## src/rtl/iiitb_pusr.sv

```systemverilog
// Parametrised universal shift register with a multi-cycle shift sequencer.
// One command per start: load, hold, shift, rotate or arithmetic shift right.
module iiitb_pusr #(
   parameter int WIDTH = 8,
   parameter int AMT_W = 4
) (
   input  logic             clock,
   input  logic             clear,
   input  logic             start,
   input  logic [2:0]       mode,
   input  logic [AMT_W-1:0] amount,
   input  logic [WIDTH-1:0] data_in,
   input  logic             sl_ser,
   input  logic             sr_ser,
   output logic [WIDTH-1:0] data_out,
   output logic             ser_out,
   output logic             busy,
   output logic             done
);

   typedef enum logic [1:0] {
      IDLE,
      SHIFT,
      DONE
   } state_t;

   state_t           state;
   state_t           state_n;
   logic [AMT_W-1:0] cnt;
   logic [AMT_W-1:0] cnt_n;
   logic [2:0]       op;
   logic [2:0]       op_n;
   logic [WIDTH-1:0] data_n;
   logic             ser_n;
   logic [WIDTH-1:0] step_d;
   logic             step_s;
   logic             is_shift;

   // Load (010) and the two hold codes (x11) never enter SHIFT.
   assign is_shift = (mode[1:0] != 2'b11) && (mode != 3'b010);

   assign busy = (state == SHIFT);
   assign done = (state == DONE);

   always_comb begin
      step_d = data_out;
      step_s = ser_out;
      case (op)
         3'b000: begin
            step_d = {data_out[WIDTH-2:0], sl_ser};
            step_s = data_out[WIDTH-1];
         end
         3'b001: begin
            step_d = {sr_ser, data_out[WIDTH-1:1]};
            step_s = data_out[0];
         end
         3'b100: begin
            step_d = {data_out[WIDTH-2:0], data_out[WIDTH-1]};
            step_s = data_out[WIDTH-1];
         end
         3'b101: begin
            step_d = {data_out[0], data_out[WIDTH-1:1]};
            step_s = data_out[0];
         end
         3'b110: begin
            step_d = {data_out[WIDTH-1], data_out[WIDTH-1:1]};
            step_s = data_out[0];
         end
         default: ;
      endcase
   end

   always_comb begin
      state_n = state;
      cnt_n   = cnt;
      op_n    = op;
      data_n  = data_out;
      ser_n   = ser_out;
      unique case (state)
         IDLE, DONE: begin
            state_n = IDLE;
            if (start) begin
               state_n = DONE;
               if (mode == 3'b010) begin
                  data_n = data_in;
               end else if (is_shift && amount != '0) begin
                  op_n    = mode;
                  cnt_n   = amount;
                  state_n = SHIFT;
               end
            end
         end
         SHIFT: begin
            data_n = step_d;
            ser_n  = step_s;
            cnt_n  = cnt - AMT_W'(1);
            if (cnt == AMT_W'(1))
               state_n = DONE;
         end
         default: state_n = IDLE;
      endcase
   end

   always_ff @(posedge clock or negedge clear) begin
      if (!clear) begin
         state    <= IDLE;
         cnt      <= '0;
         op       <= '0;
         data_out <= '0;
         ser_out  <= 1'b0;
      end else begin
         state    <= state_n;
         cnt      <= cnt_n;
         op       <= op_n;
         data_out <= data_n;
         ser_out  <= ser_n;
      end
   end

endmodule

```

## config.mk

```make
export PLATFORM = sky130hd
export DESIGN_NAME = iiitb_pusr
export DESIGN_NICKNAME = d
export VERILOG_FILES = /design/src/rtl/iiitb_pusr.sv
export SDC_FILE = /design/constraint.sdc
export NUM_CORES = 1
export LEC_CHECK = 0
export BUFFER_PORTS_ARGS = -buffer_cell sky130_fd_sc_hd__buf_2
export CAP_MARGIN = 20
export CORE_MARGIN = 3
export CORE_UTILIZATION = 50
export DETAILED_ROUTE_END_ITERATION = 8
export HOLD_SLACK_MARGIN = 0.05
export PLACE_DENSITY = 0.89
export REMOVE_ABC_BUFFERS = 1
export SKIP_CTS_REPAIR_TIMING = 1
export SYNTH_ARGS = -nofsm -noshare
export SYNTH_HDL_FRONTEND = slang
export SYNTH_SLANG_ARGS = --single-unit
```

## constraint.sdc

```tcl
create_clock -name clock -period 2.2 [get_ports clock]
set_input_delay 0.22 -clock clock [delete_from_list [all_inputs] [get_ports clock]]
set_output_delay 0.22 -clock clock [all_outputs]
set_load 0.02 [all_outputs]
```

# [Word level (Yosys, flattened, before mapping)]
# Index checks and enable logic that the tools add are counted.
[word_totals] register_bits=18 in_bits=20
[classes] n_addsub=1 eq_ne=18 muxes=14 bitwise=1 reduce_logical=15
[ops] cell="$pmux W8 S5" n=1
[ops] cell="$mux W8" n=2
[ops] cell="$pmux W8 S2" n=1
[ops] cell="$mux W4" n=3
[ops] cell="$ne A2 B2 Y1 const B" n=6
[ops] cell="$reduce_and A4 Y1" n=3
[ops] cell="$eq A3 B3 Y1 const B" n=3
[ops] cell="$mux W2" n=4
[ops] cell="$pmux W4 S2" n=1
[ops] cell="$ne A6 B1 Y1 const B" n=1
[ops] cell="$ne A5 B1 Y1 const B" n=1
[ops] cell="$reduce_and A5 Y1" n=1
[ops] cell="$eq A4 B1 Y1 const B" n=1
[ops] cell="$pmux W2 S2" n=1
[ops] cell="$reduce_bool A2 Y1" n=2
[ops] cell="$reduce_bool A4 Y1" n=1
[ops] cell="$reduce_or A2 Y1" n=2
[ops] cell="$sub A4 B1 Y4 const B" n=1
[ops] cell="$eq A3 B1 Y1 const B" n=1
[ops] cell="$eq A3 B2 Y1 const B" n=1
[ops] cell="$logic_not A3 Y1" n=1
[ops] cell="$ne A3 B2 Y1 const B" n=1
[ops] cell="$reduce_or A3 Y1" n=1
[ops] cell="$eq A2 B1 Y1 const B" n=1
[ops] cell="7 further kinds" n=8

# [Logic depth before layout (Yosys ltp)]
# Gate-level depths: netlist of the first run.
[depth] ltp_word=7 depth_mapped=6

# [Least setup slack after synthesis of the first run]
# OpenSTA, ideal clock, no wires.
[synth_timing] path_type="register to register" startpoint="register state[0]" endpoint="register data_out[0]" t_arrival_ns=1.658 t_required_ns=2.075 slack_ns=0.417 stages_incl_launch_ff=7 n_path_buf=2 path_cell_list="dfrtp_1 -> nand2b_4 -> or4b_4 -> buf_6 -> and2_4 -> buf_6 -> mux2_4"
[synth_between] elab_chain_cells=4 word_cells_on_any_way=10 cone_classes="eq/ne (5); mux (1); reduce/logical (4)"
[synth_rtl] element="from (decl)" line_no="27" text="state_t state;"
[synth_rtl] element="from (signal assigned)" line_no="112" text="state <= state_n;"
[synth_rtl] element="$eq A2 B2 Y1 or $logic_not A2 Y1 (tied branches)" line_no="79" text="unique case (state)"
[synth_rtl] element="$reduce_or A2 Y1" line_no="79"
[synth_rtl] element="$ne A2 B2 Y1 (no source line) or $reduce_bool A2 Y1 (tied branches)"
[synth_rtl] element="$reduce_and A4 Y1 (no source line)"
[synth_rtl] element="to (signal assigned)" line_no="115" text="data_out <= data_n;"
[synth_rtl] element="to (decl)" line_no="15" text="output logic [WIDTH-1:0] data_out,"
# Parallel ways exist; a longest one is shown, timed or not.
# A chain may end at the register's enable or synchronous reset.

# [Final worst setup path of the first run]
[layout_timing] startpoint="register op[2]" endpoint="register data_out[0]"
[layout_between] elab_chain_cells=3 word_cells_on_any_way=9 cone_classes="eq/ne (5); mux (2); reduce/logical (2)"
[layout_rtl] element="from (decl)" line_no="31" text="logic [2:0] op;"
[layout_rtl] element="from (signal assigned)" line_no="114" text="op <= op_n;"
[layout_rtl] element="$eq A3 B3 Y1 (tied with other cells)" line_no="48" text="case (op)"
[layout_rtl] element="$pmux W8 S5 or $ne A6 B1 Y1 (tied branches)"
[layout_rtl] element="$pmux W8 S2 or $reduce_and A4 Y1 (tied branches)"
# Parallel ways exist; a longest one is shown, timed or not.

==> flow_summary.toml, run 1 <==
[die]
rows = 16
die_x_microns = 52.5
die_height_microns = 52.5
die-area_sq_um = 2750
core-area_sq_um = 2000
pin_count = 31
start_util = 0.539

[route]
totalWireLength_microns = 2570
wl_per_cell_microns = 14.7
vias = 1027
drtPass1Iterations = 4
drt-initial-drc-count = 32
viasPerCell = 5.87
ant_nets = 0
route.detailed.drc = 0

[hold_path]
hold_class = "input pin to flip-flop"
min-delay-start = "amount[0]"

[logic_synthesis]
synth_compound_area_frac = 0.228
ys_ff_latch = 18
yosysWarningCount = 0
synthTopCellsByArea = "dfrtp_1, a21boi_0, o31ai_1"
synthAdderAreaFrac = 0.0232
synth-xor-area-share = 0
yosysMostFrequentCell = "dfrtp_1"
synth.distinct_cells = 35
syn_area_sq_um = 1080
avgSynthCellArea_sq_um = 9.39
synth_top_area_frac = 0.417
yosys.area.top_type = "dfrtp_1"
ys_top_cells_by_count = "dfrtp_1, nor2_1, nand2_1"
seq_area_frac_synth = 0.417
synth_edf_count = 0
syn-instance-count = 115
synth_flop_cell = "dfrtp_1"
ys_async_sr_fraction = 1.00
synth_top_family_by_area = "compound AO/OA/AOI/OAI gates"
synth_mux_area_frac = 0.0730
synthSimpleGateAreaFrac = 0.206

[clock_tree]
cts_buffer_depth = 2
cts_max_level = 1
cts_tree = "done"
cts-buffers-inserted = 3
worstSkewPairLatency_ps = 290
root_buffer = "clkbuf_4"
clk_pin_slew_worst_paths_ps = 110
clock-sinks = 18

[layout]
syn_to_final_growth_pct = 20.3
diodes = 0
fin_util = 0.649
multi_input_area_sq_um = 573
layout-drive-gt1-share = 0.304
regArea_sq_um = 450
fill_cells = 179
finalNetCount = 171

[run_status]
status = "completed"

[job]
max_cap_viol_count = 0

[placed_design]
gp_congestion = 1.00
pre_cts_slack_ps = 421
port-buffer-count = 30
hpwlAfterDp_microns = 2000

[sta]
post-route-min-period_ps = 1830
max_clock_freq_mhz = 546
setup_ws_ps = 367
tightest_slew_ps = 608
setup_tns_ps = 0
slew_viol_final = 0
finalSetupViolations = 0
finClkSkew_ps = 2.02
finalHoldViolations = 0
relSlewSlack = 0.592
rsz0062_at_grt = "false"
finalCritPeriodShare = 0.833

[global_route]
grt_max_degree = 19
grt_pass1_vias = 983
grt_overflow = 0
gr-usage-met2 = 0.326
antenna_found_initial = 0
grt_first_pass_wirelength_microns = 4290
use_met1 = 0.283
grt-busiest-layer = "met2"
grt_usage = 0.209
gr-usage-met3 = 0.0285

[worst_setup_path]
crit_type = "flip-flop to flip-flop"
cp_max_fo = 9
startpoint = "op[2]$_DFFE_PN0P_"
cp_data_arrival_time_ps = 2020
worstSetupEndpointType = "flip-flop"
worstSetupStartpointType = "flip-flop"
regToRegStartpoint = "op[2]$_DFFE_PN0P_"
required_ps = 2380

[power]
power.density_nw_per_um2 = 1540
ir_worst_vdd_mv = 0.815
p_leak_nw = 0.628
power_mw = 2.00
-- worst paths after layout --
| check | endpoint | slack (ps) | cells after the start |
|---|---|---|---|
| setup reg to reg | data_out[0]$_DFFE_PN0P_ | 370 | 4 |
| min in group asynchronous | data_out[7]$_DFFE_PN0P_ | 370 | 2 |
| setup / recovery | data_out[0]$_DFFE_PN0P_ | 370 | 4 |
| max in group asynchronous | cnt[0]$_DFFE_PN0P_ | 1540 | 2 |
| hold / removal | cnt[0]$_DFFE_PN0P_ | 170 | 3 |
| hold reg to reg | ser_out$_DFFE_PN0P_ | 510 | 2 |
-- cell usage in the layout (no fill, tap or decap), types with 4 or more instances in the layout --
master / instances
a21boi_0: 6
o21ai_0: 5
inv_1: 6
nand3_1: 6
o31ai_1: 6
nand2_1: 7
nor2_1: 11
buf_2: 30
a31oi_1: 6
nor3_1: 4
dfrtp_1: 18
-- critical path, stage by stage, from the launching register on --
cell and delay (ps):
dfrtp_1 460, nor2b_1 160, o21ai_1 490, and2_4 310
mux2_4 300
-- per-layer routing --
metal | up-vias | part of all wire
li1 | 491 | -
met1 | 483 | 0.43
met2 | 47 | 0.48
met3 | 6 | 0.071
met4 | 0 | 0.013
met5 | - | 0
-- power breakdown --
part,switching [mW],internal [mW]
logic,0.619,0.481
registers,0.193,0.500
clock network,0.105,0.101
total,0.917,1.08
-- flip-flops by register name, summed over array words and instances (netlist names) --
register / flops
op: 3
ser_out: 1
state: 2
data_out: 8
cnt: 4
-- stage by stage --
| stage | area (sq um) | instances | hold slack, ps |
|---|---|---|---|
| after floorplan | 1050 | 110 | -75.6 |
| after global placement | 1250 | 170 | 169 |
| after detailed placement | 1250 | 170 | 174 |
| after CTS | 1290 | 174 | -155 |
| after global routing | 1300 | 175 | 154 |
| final | 1300 | 175 | 166 |
-- layout make-up --
type	instances	share of cell area
Sequential cell	18	0.347
Multi-Input combinational cell	86	0.441
Clock buffer	4	0.0279
Inverter	6	0.0173
Timing Repair Buffer	34	0.141
Tap cell	27	0.0260
-- cell families (layout without fill, tap and decap cells) --
group                    Yosys count  in the layout
adder cells (fa/ha/maj)            2              2
flip-flops                        18             18
AO/OA/AOI/OAI                     36             36
buffers and inverters             11             44
multiplexers                       7              7
AND/OR/NAND/NOR                   41             41
Power figures use the tool's default switching activity.
==> inputs of run 2 (changes only) <==
- clock period: 2.2 -> 1.7 ns (I/O delays scaled with it)
==> run 2 against run 1 <==
Via count down 0.88%. First-iteration DRC count shrank 38%. Fmax is 12% higher. Clock skew rose by 13 ps. Utilization rose by 1.7 points. Sequential power is 28% higher. Register-to-register slack lost 300 ps. Worst hold slack worse by 59 ps. Sequential share of layout area shrank 0.91 points. Largest cell class unchanged. Largest power group unchanged. Highest routed layer unchanged.
==> flow_summary.toml, run 2 (synthesized netlist as in run 1, its figures left out) <==
[run_status]
status = "completed"

[worst_setup_path]
rrSetupSlack_ps = 60
required_ps = 1900
worstSetupStartpointType = "flip-flop"
worstSetupEndpointType = "flip-flop"
cp_max_fo = 7
r2r-end = "data_out[0]$_DFFE_PN0P_"
cp_data_arrival_time_ps = 1840
reg2reg_depth = 4
regToRegStartpoint = "state[0]$_DFFE_PN0P_"
crit_type = "flip-flop to flip-flop"

[layout]
top_register = "data_out"
finalNetCount = 175
largest_registers = "data_out (8), cnt (4), op (3)"
syn_to_final_growth_pct = 23.5
layout-drive-gt1-share = 0.329
design_area_sq_um = 1330
largest_register_ffs = 8
diodes = 0
final_cell_mix = "buf_2, dfrtp_1, nor2_1"
finalNonFillerCells = 179
final_common_cell = "buf_2"
fin_util = 0.666

[clock_tree]
cts_tree = "done"
cts_max_level = 1
worstSkewPairLatency_ps = 310
clk_pin_slew_worst_paths_ps = 110
clock-sinks = 18
root_buffer = "clkbuf_4"
cts_buffer_depth = 2
cts-buffers-inserted = 3

[placed_design]
dp_cells = 174
hpwlAfterDp_microns = 1880
gp_congestion = 0.885
place_area_sq_um = 1280
port-buffer-count = 30

[sta]
setup_tns_ps = 0
slew_viol_final = 0
tightest_slew_ps = 498
max_clock_freq_mhz = 612
finClkSkew_ps = 14.9
finalSetupViolations = 0
finalCritPeriodShare = 0.962
post-route-min-period_ps = 1640
finalHoldViolations = 0
relSlewSlack = 0.665
rsz0062_at_grt = "false"

[route]
route.detailed.drc = 0
drt-initial-drc-count = 20
viasPerCell = 5.69
totalWireLength_microns = 2620
vias = 1018
ant_nets = 0
wl_per_cell_microns = 14.6
drtPass1Iterations = 4

[hold_path]
hold_class = "input pin to flip-flop"
min-delay-start = "amount[0]"
min_path_cells = 3
hold-path-endpoint = "cnt[0]$_DFFE_PN0P_"

[die]
start_util = 0.539
core-area_sq_um = 2000
rows = 16
die_x_microns = 52.5
die_height_microns = 52.5
pin_count = 31
die-area_sq_um = 2750

[job]
max_cap_viol_count = 0

[power]
ir_worst_vdd_mv = 1.15
p_leak_nw = 0.648
power.density_nw_per_um2 = 1980
power_mw = 2.64

[global_route]
antenna_found_initial = 0
grt_overflow = 0
grt_first_pass_wirelength_microns = 4310
grt_max_degree = 19
grt_usage = 0.213
grt_pass1_vias = 984
==> run 2: stage by stage <==
| stage | hold slack [ps] | setup slack, ps |
|---|---|---|
| after detailed placement | 122 | 66.5 |
| after global routing | 101 | 16.5 |
| after CTS | -218 | 47.2 |
| after global placement | 120 | 102 |
| final | 107 | 64.8 |
| after floorplan | -126 | -283 |
==> run 2: how the worst max path moves through the flow <==
stage,start,endpoint
after global routing,state[0]$_DFFE_PN0P_,data_out[0]$_DFFE_PN0P_
after floorplan,state[0]$_DFFE_PN0P_,data_out[0]$_DFFE_PN0P_
after detailed placement,state[0]$_DFFE_PN0P_,data_out[0]$_DFFE_PN0P_
after global placement,state[0]$_DFFE_PN0P_,data_out[0]$_DFFE_PN0P_
after CTS,state[0]$_DFFE_PN0P_,op[0]$_DFFE_PN0P_
final,state[0]$_DFFE_PN0P_,data_out[0]$_DFFE_PN0P_
==> run 2: routing by layer <==
metal  GRT usage  share of wire  vias up
li1            -              -      499
met1       0.258           0.42      481
met2       0.360           0.51       36
met3      0.0627          0.063        2
met4      0.0681         0.0038        0
met5           0              0        -
==> run 2: worst max-delay path, cell delays in order (launching register included) <==
cell      delay, ps
dfrtp_1         400
nand2b_4        160
or4b_4          480
and2_4          210
mux2_4          290
==> run 2: final cells by class <==
cell class / instances / area (sq um)
Tap cell: 27 / 33.8
Clock buffer: 4 / 36.3
Timing Repair Buffer: 38 / 213
Inverter: 6 / 22.5
Multi-Input combinational cell: 86 / 578
Sequential cell: 18 / 450
Fill cell: 157 / 668
==> run 2: report_power, final <==
group / switching, mW / total, mW / internal (mW)
clock: 0.138 / 0.269 / 0.131
sequential: 0.242 / 0.889 / 0.647
combinational: 0.816 / 1.48 / 0.668
total: 1.20 / 2.64 / 1.45
==> inputs of run 3 (changes only) <==
- CORE_ASPECT_RATIO: unset -> 1.4
==> run 3 against run 2 <==
Via count increased by 1.5%. Routed wire length decreased by 1.8%. Utilization is 0.84 points lower. Count of clock-buffer cells in the layout unchanged. Non-clock buffer count down 1. Sequential power fell by 0.4%. Die area increased by 0.29%. Fmax fell by 0.11%. Highest routed layer unchanged.
==> flow_summary.toml, run 3 (synthesized netlist as in run 1, its figures left out) <==
[worst_setup_path]
worstSetupStartpointType = "flip-flop"
cp_max_fo = 7
cp_data_arrival_time_ps = 1820
regToRegStartpoint = "state[0]$_DFFE_PN0P_"
required_ps = 1880
reg2reg_depth = 4
rrSetupSlack_ps = 60
startpoint = "state[0]$_DFFE_PN0P_"
r2r-end = "data_out[0]$_DFFE_PN0P_"
crit_end = "data_out[0]$_DFFE_PN0P_"
crit_type = "flip-flop to flip-flop"
worstSetupEndpointType = "flip-flop"

[global_route]
grt_usage = 0.207
grt_first_pass_wirelength_microns = 4230
antenna_found_initial = 0
grt-busiest-layer = "met2"
grt_pass1_vias = 1055
gr-usage-met2 = 0.397
grt_max_degree = 19
grt_overflow = 0
use_met1 = 0.214
gr-usage-met3 = 0.0237

[run_status]
status = "completed"

[clock_tree]
cts-buffers-inserted = 3
root_buffer = "clkbuf_4"
clock-sinks = 18
clk_pin_slew_worst_paths_ps = 110
cts_tree = "done"
cts_max_level = 1
cts_buffer_depth = 2
worstSkewPairLatency_ps = 290

[layout]
diodes = 0
final_common_cell = "buf_2"
finalNonFillerCells = 172
top_register = "data_out"
largest_registers = "data_out (8), cnt (4), op (3)"
layout-drive-gt1-share = 0.318
syn_to_final_growth_pct = 21.7
fill_cells = 184
largest_register_ffs = 8
final_cell_mix = "buf_2, dfrtp_1, nor2_1"
finalNetCount = 174

[route]
viasPerCell = 6.01
ant_nets = 0
route.detailed.drc = 0
totalWireLength_microns = 2570
vias = 1033
wl_per_cell_microns = 15.0
drtPass1Iterations = 4
drt-initial-drc-count = 25

[sta]
setup_tns_ps = 0
relSlewSlack = 0.712
finalHoldViolations = 0
slew_viol_final = 0
max_clock_freq_mhz = 611
finalCritPeriodShare = 0.963
fin_hold_ws_ps = 115
finClkSkew_ps = 7.90
post-route-min-period_ps = 1640
setup_ws_ps = 62.9
finalSetupViolations = 0
tightest_slew_ps = 428
rsz0062_at_grt = "false"

[placed_design]
pre_cts_slack_ps = 85.5
dp_cells = 167
port-buffer-count = 30
gp_congestion = 0.863
hpwlAfterDp_microns = 2030

[die]
rows = 19
pin_count = 31
die_height_microns = 61.0
start_util = 0.541
die_x_microns = 45.3
die-area_sq_um = 2760
core-area_sq_um = 2000

[power]
power.density_nw_per_um2 = 1990
sequentialPowerShare = 0.339
swShare = 0.449
ir_worst_vdd_mv = 1.06
p_leak_nw = 0.641
p_int_mw = 1.44
combPwrFrac = 0.561
power_mw = 2.61
p_clk_frac = 0.101
power_switching_mw = 1.17

[job]
max_cap_viol_count = 0

[hold_path]
hold_class = "input pin to flip-flop"
-- run 3: cell types whose count changed in the layout (fill, tap and decap cells not counted) --
cell / before / now
a211oi_1: 2 / 3
a211oi_2: 1 / 0
buf_4: 7 / 6
-- run 3: how the worst min path moves through the flow --
| stage | start | to | slack, ps | cells past startpoint |
|---|---|---|---|---|
| floorplan | clear | cnt[0]$_DFFE_PN0P_ | -130 | 0 |
| detailed placement | clear | data_out[4]$_DFFE_PN0P_ | 130 | 1 |
| global route | data_in[7] | data_out[7]$_DFFE_PN0P_ | 130 | 3 |
| global placement | clear | data_out[4]$_DFFE_PN0P_ | 110 | 1 |
| CTS | clear | data_out[4]$_DFFE_PN0P_ | -200 | 1 |
| finish | amount[2] | cnt[2]$_DFFE_PN0P_ | 110 | 3 |
-- run 3: final cells by class --
| cell class | instances | area, sq um | area share |
|---|---|---|---|
| clock buffers | 4 | 36.3 | 0.0276 |
| flip-flops and latches | 18 | 450 | 0.343 |
| inverters | 6 | 22.5 | 0.0171 |
| repair buffers | 37 | 205 | 0.156 |
| multi-input cells | 86 | 573 | 0.436 |
| well taps | 21 | 26.3 | 0.0200 |
-- run 3: critical path: stages (launching register included) --
cell and delay, ps:
dfrtp_1 400, nand2b_4 150, or4b_4 480, and2_4 200, mux2_4 290
-- run 3: metrics by stage --
| stage | cell area [sq um] | utilization |
|---|---|---|
| final | 1310 | 0.658 |
| after global routing | 1310 | 0.658 |
| after global placement | 1270 | 0.635 |
| after CTS | 1300 | 0.653 |
| after detailed placement | 1270 | 0.635 |
| after floorplan | 1050 | - |
-- run 3: power groups by stage --
stage	Clock, mW	Combinational, mW	Sequential, mW
floorplan	0	0.894	0.965
global placement	0	1.41	0.879
detailed placement	0	1.47	0.895
CTS	0.269	1.48	0.886
global route	0.288	1.64	0.919
finish	0.263	1.47	0.885
-- run 3: routing by layer --
layer,share of wire,vias up,wire length (microns)
met1,0.38,494,985
li1,-,496,-
met5,0,-,0
met4,0.0035,0,9
met2,0.55,41,1410
met3,0.066,2,171
